`config.mk`:
```
export PLATFORM = sky130hd
export DESIGN_NAME = jpg_axis
export DESIGN_NICKNAME = d
export VERILOG_FILES = /design/src/rtl/jpg_axis.sv
export SDC_FILE = /design/constraint.sdc
export NUM_CORES = 2
export LEC_CHECK = 0
export CAP_MARGIN = 40
export CORE_UTILIZATION = 45
export CTS_CLUSTER_SIZE = 8
export DETAILED_ROUTE_END_ITERATION = 6
export HOLD_SLACK_MARGIN = 0.03
export SETUP_SLACK_MARGIN = 0.15
export SLEW_MARGIN = 15
export SYNTH_ARGS = -nofsm -noshare
export SYNTH_HDL_FRONTEND = slang
export SYNTH_SLANG_ARGS = --single-unit
```
`constraint.sdc`:
```
create_clock -name s00_axis_aclk -period 15 [get_ports s00_axis_aclk]
set_input_delay 3.75 -clock s00_axis_aclk [delete_from_list [all_inputs] [get_ports s00_axis_aclk]]
set_output_delay 3.75 -clock s00_axis_aclk [all_outputs]
set_load 0.05 [all_outputs]
```
`src/rtl/jpg_axis.sv`:
```
// AXI4-Stream JPEG front end: buffers one planar 8x8 RGB block, converts it to
// BT.601 full-range YCbCr and streams the Y, Cb and Cr planes one sample per beat.
module jpg_axis #(
  parameter int C_S00_AXIS_TDATA_WIDTH = 32,
  parameter int C_M00_AXIS_TDATA_WIDTH = 32,
  parameter int C_M00_AXIS_START_COUNT = 32,
  parameter int DATA_WIDTH             = 32,
  parameter int INPUT_WIDTH            = 8,
  parameter int DATA_DEPTH             = 8,
  parameter int PIXEL_COUNT            = 64
) (
  input  logic                                  s00_axis_aclk,
  input  logic                                  s00_axis_aresetn,
  input  logic                                  m00_axis_aclk,
  input  logic                                  m00_axis_aresetn,
  output logic                                  s00_axis_tready,
  input  logic [C_S00_AXIS_TDATA_WIDTH-1:0]     s00_axis_tdata,
  input  logic [(C_S00_AXIS_TDATA_WIDTH/8)-1:0] s00_axis_tstrb,
  input  logic                                  s00_axis_tlast,
  input  logic                                  s00_axis_tvalid,
  output logic                                  m00_axis_tvalid,
  output logic [C_M00_AXIS_TDATA_WIDTH-1:0]     m00_axis_tdata,
  output logic [(C_M00_AXIS_TDATA_WIDTH/8)-1:0] m00_axis_tstrb,
  output logic                                  m00_axis_tlast,
  input  logic                                  m00_axis_tready
);
  localparam int PIX_PER_BEAT = C_S00_AXIS_TDATA_WIDTH / INPUT_WIDTH;
  localparam int BEATS        = PIXEL_COUNT / PIX_PER_BEAT;
  localparam int IDX_W        = $clog2(PIXEL_COUNT);
  localparam int BEAT_W       = $clog2(BEATS);
  localparam int ACC_W        = 27;
  localparam logic signed [ACC_W-1:0] PIX_MAX = ACC_W'((1 << INPUT_WIDTH) - 1);
  localparam logic signed [ACC_W-1:0] C_OFS   = ACC_W'(128 << 16);
  localparam logic signed [ACC_W-1:0] RND     = ACC_W'(32768);

  // Handshake rule on both ports: a beat transfers on a rising edge where
  // tvalid and tready are both high; tvalid/tdata/tlast hold until then.
  typedef enum logic [2:0] {
    S_RECV_R, S_RECV_G, S_RECV_B, S_WAIT, S_SEND_Y, S_SEND_CB, S_SEND_CR
  } state_t;

  state_t                  state;
  logic [BEAT_W-1:0]       beat_cnt;
  logic [IDX_W-1:0]        sample_cnt;
  logic [31:0]             delay_cnt;
  logic [INPUT_WIDTH-1:0]  r_buf [PIXEL_COUNT];
  logic [INPUT_WIDTH-1:0]  g_buf [PIXEL_COUNT];
  logic [INPUT_WIDTH-1:0]  b_buf [PIXEL_COUNT];

  logic                    in_hs, out_hs, beat_last, sample_last;
  logic [1:0]              ld_plane;
  logic [IDX_W-1:0]        ld_idx;
  logic signed [ACC_W-1:0] r_px, g_px, b_px, acc, shf;
  logic [INPUT_WIDTH-1:0]  sample;
  logic                    unused_in;

  assign in_hs          = s00_axis_tvalid & s00_axis_tready;
  assign out_hs         = m00_axis_tvalid & m00_axis_tready;
  assign beat_last      = (beat_cnt == BEAT_W'(BEATS - 1));
  assign sample_last    = (sample_cnt == IDX_W'(PIXEL_COUNT - 1));
  assign m00_axis_tstrb = '1;
  assign unused_in      = ^{m00_axis_aclk, m00_axis_aresetn, s00_axis_tstrb, s00_axis_tlast};

  // Pixel storage carries no reset; it is always fully rewritten before use.
  always_ff @(posedge s00_axis_aclk) begin
    if (in_hs) begin
      for (int k = 0; k < PIX_PER_BEAT; k++) begin
        case (state)
          S_RECV_R: r_buf[IDX_W'(int'(beat_cnt) * PIX_PER_BEAT + k)] <= s00_axis_tdata[k*INPUT_WIDTH +: INPUT_WIDTH];
          S_RECV_G: g_buf[IDX_W'(int'(beat_cnt) * PIX_PER_BEAT + k)] <= s00_axis_tdata[k*INPUT_WIDTH +: INPUT_WIDTH];
          S_RECV_B: b_buf[IDX_W'(int'(beat_cnt) * PIX_PER_BEAT + k)] <= s00_axis_tdata[k*INPUT_WIDTH +: INPUT_WIDTH];
          default: ;
        endcase
      end
    end
  end

  // Selects the sample that the next output register load will carry.
  always_comb begin
    ld_plane = 2'd0;
    ld_idx   = sample_cnt + IDX_W'(1);
    case (state)
      S_SEND_Y: if (sample_last) begin ld_plane = 2'd1; ld_idx = '0; end
      S_SEND_CB: begin
        ld_plane = 2'd1;
        if (sample_last) begin ld_plane = 2'd2; ld_idx = '0; end
      end
      S_SEND_CR: ld_plane = 2'd2;
      default: ld_idx = '0;
    endcase
  end

  always_comb begin
    r_px = $signed({{(ACC_W-INPUT_WIDTH){1'b0}}, r_buf[ld_idx]});
    g_px = $signed({{(ACC_W-INPUT_WIDTH){1'b0}}, g_buf[ld_idx]});
    b_px = $signed({{(ACC_W-INPUT_WIDTH){1'b0}}, b_buf[ld_idx]});
    case (ld_plane)
      2'd0:    acc = 27'sd19595 * r_px + 27'sd38470 * g_px + 27'sd7471 * b_px;
      2'd1:    acc = 27'sd32768 * b_px - 27'sd11059 * r_px - 27'sd21709 * g_px + C_OFS;
      default: acc = 27'sd32768 * r_px - 27'sd27439 * g_px - 27'sd5329 * b_px + C_OFS;
    endcase
    shf = (acc + RND) >>> 16;
    if (shf[ACC_W-1])     sample = '0;
    else if (shf > PIX_MAX) sample = '1;
    else                  sample = shf[INPUT_WIDTH-1:0];
  end

  always_ff @(posedge s00_axis_aclk or negedge s00_axis_aresetn) begin
    if (!s00_axis_aresetn) begin
      state           <= S_RECV_R;
      beat_cnt        <= '0;
      sample_cnt      <= '0;
      delay_cnt       <= '0;
      s00_axis_tready <= 1'b0;
      m00_axis_tvalid <= 1'b0;
      m00_axis_tdata  <= '0;
      m00_axis_tlast  <= 1'b0;
    end else begin
      case (state)
        S_RECV_R, S_RECV_G, S_RECV_B: begin
          s00_axis_tready <= 1'b1;
          if (in_hs) begin
            beat_cnt <= beat_cnt + BEAT_W'(1);
            if (beat_last) begin
              beat_cnt <= '0;
              if (state == S_RECV_R)      state <= S_RECV_G;
              else if (state == S_RECV_G) state <= S_RECV_B;
              else begin
                state           <= S_WAIT;
                s00_axis_tready <= 1'b0;
                delay_cnt       <= '0;
              end
            end
          end
        end
        S_WAIT: begin
          if (delay_cnt == 32'(C_M00_AXIS_START_COUNT - 1)) begin
            state           <= S_SEND_Y;
            sample_cnt      <= '0;
            m00_axis_tvalid <= 1'b1;
            m00_axis_tdata  <= {{(DATA_WIDTH-INPUT_WIDTH){1'b0}}, sample};
            m00_axis_tlast  <= (ld_idx == IDX_W'(PIXEL_COUNT - 1));
          end else begin
            delay_cnt <= delay_cnt + 32'd1;
          end
        end
        default: begin
          if (out_hs) begin
            if (sample_last && state == S_SEND_CR) begin
              state           <= S_RECV_R;
              sample_cnt      <= '0;
              m00_axis_tvalid <= 1'b0;
              m00_axis_tdata  <= '0;
              m00_axis_tlast  <= 1'b0;
              s00_axis_tready <= 1'b1;
            end else begin
              if (sample_last) state <= (state == S_SEND_Y) ? S_SEND_CB : S_SEND_CR;
              sample_cnt     <= ld_idx;
              m00_axis_tdata <= {{(DATA_WIDTH-INPUT_WIDTH){1'b0}}, sample};
              m00_axis_tlast <= (ld_idx == IDX_W'(PIXEL_COUNT - 1));
            end
          end
        end
      endcase
    end
  end
endmodule

```
; After elaboration in Yosys (flattened, before gate mapping)
; Memory sizes are Yosys's and may differ from the RTL's.
; Index checks and enable logic that the tools add are counted.
[op_classes]
n_eq_ne = 17
n_lt_le_gt_ge = 1
n_reduce_logical = 18
bitwise = 4
n_mul = 7
add_sub_neg = 15
mux = 56
[op_table]
columns = cell, n
row1 = $mux W32, 7
row2 = $pmux W32 S2, 2
row3 = $mul A15 B8 Y23 const A, 4
row4 = $pmux W27 S2, 1
row5 = $add A25 B25 Y26 const B, 2
row6 = $mul A13 B8 Y21 const A, 2
row7 = $add A32 B1 Y32 const B, 1
row8 = $eq A32 B5 Y1 const B, 1
row9 = $add A27 B17 Y27 const B, 1
row10 = $add A25 B21 Y26, 1
row11 = $add A23 B24 Y25, 1
row12 = $sub A24 B22 Y25, 1
row13 = $sub A24 B24 Y25, 1
row14 = $mux W6, 4
row15 = $mux W8, 3
row16 = $pmux W6 S2, 2
row17 = $sub A23 B22 Y24, 1
row18 = $sub A23 B23 Y24, 1
row19 = $mul A14 B8 Y22 const A, 1
row20 = $mux W1, 22
row21 = $mux W3, 6
row22 = $add A6 B1 Y6 const B, 2
row23 = $add A6 B2 Y6 const B, 2
row24 = $eq A6 B6 Y1 const B, 2
row25 = other kinds (28), 47
[totals]
wordCells = 129
output_inout_bits = 39
in_bits = 43
regBits = 80
mem_bits_rw = 1536
n_memories = 3
[mem_list]
columns = name, depth, word_bits, rd, rd_clocked_by_memory_dff, wr, line
row1 = b_buf, 64, 8, 1, 0, 4, 48  ; logic [INPUT_WIDTH-1:0] b_buf [PIXEL_COUNT];
row2 = g_buf, 64, 8, 1, 0, 4, 47  ; logic [INPUT_WIDTH-1:0] g_buf [PIXEL_COUNT];
row3 = r_buf, 64, 8, 1, 0, 4, 46  ; logic [INPUT_WIDTH-1:0] r_buf [PIXEL_COUNT];

; Depth between registers and ports, before layout
; An unclocked memory read counts as a cell.
[depth]
word_depth = 16
mapped_depth = 61
mapped_depth_nobuf = 54

; Least setup slack after synthesis
; Ideal clock, no wire load.
[synth_path]
path_kind = register to register
from = reg sample_cnt[1]
to = reg m00_axis_tdata[6]
arrival_ns = 13.189
path_slack_ns = 1.687
path_stages_with_launch = 58
required_ns = 14.876
setup_ns = 0.124
synth_period_minus_slack_ns = 13.313
n_path_buf = 9
path_cell_list = dfrtp_1 -> ha_1 -> buf_2 -> nand3_2 -> o211ai_4 -> buf_4 -> buf_2 -> buf_4 -> clkbuf_1 -> clkbuf_1 -> buf_1 -> clkbuf_1 -> clkbuf_1 -> a221oi_1 -> nor3_1 -> o31ai_1 -> a221oi_1 -> ha_1 -> [... 22 more ...] -> fa_1 -> ha_1 -> and4_1 -> nand2_1 -> nor3_1 -> a211oi_1 -> o21ai_0 -> a21o_1 -> and2_1 -> a311oi_1 -> xor2_1 -> a22oi_1 -> nand3b_1 -> nor4b_4 -> nand4bb_2 -> o221ai_2 -> a21oi_2 -> a211o_1
[synth_between]
elab_chain_len = 16
word_cells_on_any_way = 37
cone_classes = add/sub: 10 / mul: 7 / order compare: 1 / eq/ne: 2 / mux: 12 / reduce/logical: 2 / memory: 3
[synth_lines]
columns = element, line
row1 = start: declaration, 44  ; logic [IDX_W-1:0] sample_cnt;
row2 = start signal: assignment, 158  ; sample_cnt <= ld_idx;
row3 = $add A6 B1 Y6 or $eq A6 B6 Y1 (tied branches), "81, 60"
row4 = $mux W6, "83, 86"
row5 = $pmux W6 S2, 82  ; case (state)
row6 = $mem_v2 Z64 W8 (on tied branches), -
row7 = $mul A15 B8 Y23 or $mul A14 B8 Y22 (tied branches), "100, 99"
row8 = $sub A23 B23 Y24 or $sub A23 B22 Y24 (tied branches), "100, 99"
row9 = $sub A24 B22 Y25 or $sub A24 B24 Y25 (tied branches), "100, 99"
row10 = $add A25 B25 Y26 (on tied branches), "100, 99"
row11 = $pmux W27 S2, 97  ; case (ld_plane)
row12 = $add A27 B17 Y27, 102  ; shf = (acc + RND) >>> 16;
row13 = $gt A11 B9 Y1, 104  ; else if (shf > PIX_MAX) sample = '1;
row14 = $mux W8, 104
row15 = $mux W8, 103  ; if (shf[ACC_W-1]) sample = '0;
row16 = $mux W8, 149  ; if (sample_last && state == S_SEND_CR) begin
row17 = $mux W32, 148  ; if (out_hs) begin
row18 = $pmux W32 S2 *, 119  ; case (state)
row19 = end signal: assignment, 141  ; m00_axis_tdata <= {{(DATA_WIDTH-INPUT_WIDTH){1'b0}}, sample};
row20 = end signal: assignment, 159  ; m00_axis_tdata <= {{(DATA_WIDTH-INPUT_WIDTH){1'b0}}, sample};
row21 = end: declaration, 22  ; output logic [C_M00_AXIS_TDATA_WIDTH-1:0] m00_axis_tdata,
; Mark *: on every way between the ends. The rest lies on a longest branch, timed or not. The select of a mux whose other input is x is not followed.
; A chain may end at the register's enable or synchronous reset.

; Worst setup path in the final report
[layout_path]
from = reg sample_cnt[1]
to = reg m00_axis_tdata[5]
; The elaborated chain is that of the path after synthesis.

==> flow_summary.json <==
{
  "yosysTopAreaCellShare_pct": 57.5,
  "final-seq-area_sq_mm": 0.0475,
  "crit_slowest_cell": "o211ai_4",
  "die_width_microns": 424,
  "placedCellCount": 8656,
  "grt_pass1_wl_mm": 343,
  "dp_hpwl_mm": 142,
  "min_period_ns": 13.97,
  "place_congestion": 0.924,
  "crit_type": "reg -> reg",
  "start_kind": "flop",
  "avgSynthCellArea_sq_um": 12.5,
  "hold_class": "reg -> reg",
  "synth_cell_types": 105,
  "ys_ff_latch": 1592,
  "wl_mm": 230,
  "total_power_mw": 16.5,
  "crit_path_start": "sample_cnt[1]",
  "synthesis.area_sq_mm": 0.0803,
  "synth_area_leaders": "edfxtp_1 (57%), ha_1 (7.0%), fa_1 (5.9%)",
  "drive_above_1_share_pct": 9.35,
  "dr.first_iter.drc_count": 5173,
  "vias_per_cell": 5.92,
  "drtAntennaViolNets": 0,
  "async_reset_ff_share_pct": 3.52,
  "fin_crit_sh_pct": 93.1,
  "finalSetupViolCount": 0,
  "hold_buffers": 0,
  "post_cts_buffers": 0,
  "synth_warnings": 0,
  "die_area_sq_mm": 0.180,
  "leakage_nw": 33.4,
  "clk_pin_slew_ns": 0.05,
  "clock_latency_ns": 0.85,
  "hold_viol_final": 0,
  "outcome": "completed",
  "synth_edf_count": 1536,
  "clk_path_buf_depth": 3,
  "cts_sinks": 1592,
  "finalClockSkew_ns": 0.0675,
  "yosysSeqAreaShare_pct": 59.2,
  "vias": 52900,
  "stdcell_count": 8944,
  "cp-endpoint": "m00_axis_tdata[5]",
  "ir_worst_vdd_mv": 0.211,
  "timing.rr.end": "m00_axis_tdata[5]",
  "layout.nets": 7265,
  "synth_area_leader_cell": "edfxtp_1",
  "dr.pass1.iters": 6,
  "slew_headroom_pct": 37.4,
  "r2r_setup_slack_ns": 1.03,
  "critical_path_required_ns": 15.74,
  "cts_buffers": 217,
  "syn_inst": 6441,
  "die_h_microns": 424,
  "crit_buf_inv": 7,
  "yosysMostFrequentCell": "edfxtp_1",
  "postCtsResizedCells": 0,
  "route.detailed.drc": 0,
  "overflow": 0,
  "fill_cells": 14900,
  "synthTopCellsByCount": "edfxtp_1 (1536), nand2_1 (852), nand3_1 (516), inv_1 (460), ha_1 (447)",
  "core-area_sq_mm": 0.177,
  "grt_setup_unrepaired": "no",
  "antenna_found_initial": 17,
  "rows": 154,
  "numPortBuffers": 46,
  "tightest_slew_ns": 0.939,
  "cpPeakStageDelay_ns": 0.76,
  "finalSetupTns_ns": 0,
  "r2r_start": "sample_cnt[1]",
  "start_util_pct": 45.4,
  "end_kind": "flop",
  "yosys_most_used_dff": "edfxtp_1",
  "fmax_ghz": 0.0716,
  "rr_worst_depth": 52,
  "grt_max_degree": 159,
  "area_delta_synth_final_pct": 13.4,
  "htree_levels": 4,
  "gr-usage-all-layers_pct": 25.5,
  "tritoncts": "built",
  "powerDensity_mw_per_mm2": 181,
  "io_pins": 82,
  "avgRoutedWirePerCell_microns": 25.7,
  "clockRootBuffer": "clkbuf_16",
  "drv_cap": 0,
  "multiInputGateArea_sq_mm": 0.0300,
  "worst-path-max-fanout": 23,
  "path_depth": 52,
  "slew_violations": 0,
  "grt_pass1_vias": 52700,
  "crit_family": "compound AO/OA/AOI/OAI gates",
  "cp.arrival_ns": 14.71
}
-- state kept, by name, indices dropped and copies added (netlist names) --
name / cells
state: 3
m00_axis_tvalid: 1
beat_cnt: 4
delay_cnt: 32
g_buf: 512
s00_axis_tready: 1
r_buf: 512
m00_axis_tlast: 1
m00_axis_tdata: 8
b_buf: 512
sample_cnt: 6
-- per-stage QoR --
step	hold slack, ns	worst slack (ns)	util (%)	area, sq um
global route	0.541	0.441	51.5	91000
finish	0.522	1.03	51.5	91000
floorplan	0.485	1.69	-	80400
detailed placement	0.506	1.25	48.1	84900
global placement	0.503	1.14	47.4	83700
CTS	0.519	1.16	51.4	90900
-- layout by cell type, fill, tap and decap left out, types with 146 or more instances in the layout --
cell,n
or3_1,152
o21ai_0,171
fa_1,236
ha_1,447
nand3_1,516
edfxtp_1,1536
o211ai_1,146
nand2_1,848
nor2_1,157
a21oi_1,180
inv_1,459
clkbuf_16,218
-- worst min path at each step --
stage                                 start                end  slack, ns  cells past startpoint
after detailed placement  m00_axis_tdata[7]  m00_axis_tdata[7]       0.51                      1
after global routing      m00_axis_tdata[2]  m00_axis_tdata[2]       0.54                      1
after floorplan                delay_cnt[0]       delay_cnt[0]       0.48                      1
final                     m00_axis_tdata[7]  m00_axis_tdata[7]       0.52                      1
after CTS                 m00_axis_tdata[7]  m00_axis_tdata[7]       0.52                      1
after global placement    m00_axis_tdata[6]  m00_axis_tdata[6]       0.50                      1
-- logic make-up (layout without fill, tap and decap cells) --
group                    Yosys count  in the layout  share of synthesized area (%)
AND/OR/NAND/NOR                 1977           1977                           11.4
other                              2             33                        0.00935
flip-flops                      1592           1592                           59.2
buffers and inverters            857            989                           4.25
adder cells (fa/ha/maj)          684            684                           12.9
XOR/XNOR                         130            130                           1.44
AO/OA/AOI/OAI                   1152           1152                           10.2
multiplexers                      47             47                          0.648
-- area by class of cell --
class | count | share of cell area (%)
Inverter | 460 | 1.91
Timing Repair Buffer | 250 | 3.15
Antenna cell | 5 | 0.0137
Sequential cell | 1592 | 52.2
Clock inverter | 16 | 0.374
Clock buffer | 263 | 6.18
Multi-Input combinational cell | 4018 | 32.9
Tap cell | 2340 | 3.22
-- power by group --
part | switching [mW] | internal [mW]
combinational | 4.29 | 2.67
clock | 1.81 | 2.59
sequential | 0.0481 | 5.04
-- metal layers --
metal / up-vias / global-route usage, % / wire length, microns
li1: 23900 / - / -
met3: 353 / 3.44 / 15100
met4: 2 / 8.57 / 7530
met1: 26700 / 34.9 / 96800
met5: - / 0 / 11
met2: 1957 / 41.9 / 110000
Note: power is estimated with default switching activity, not from simulation.
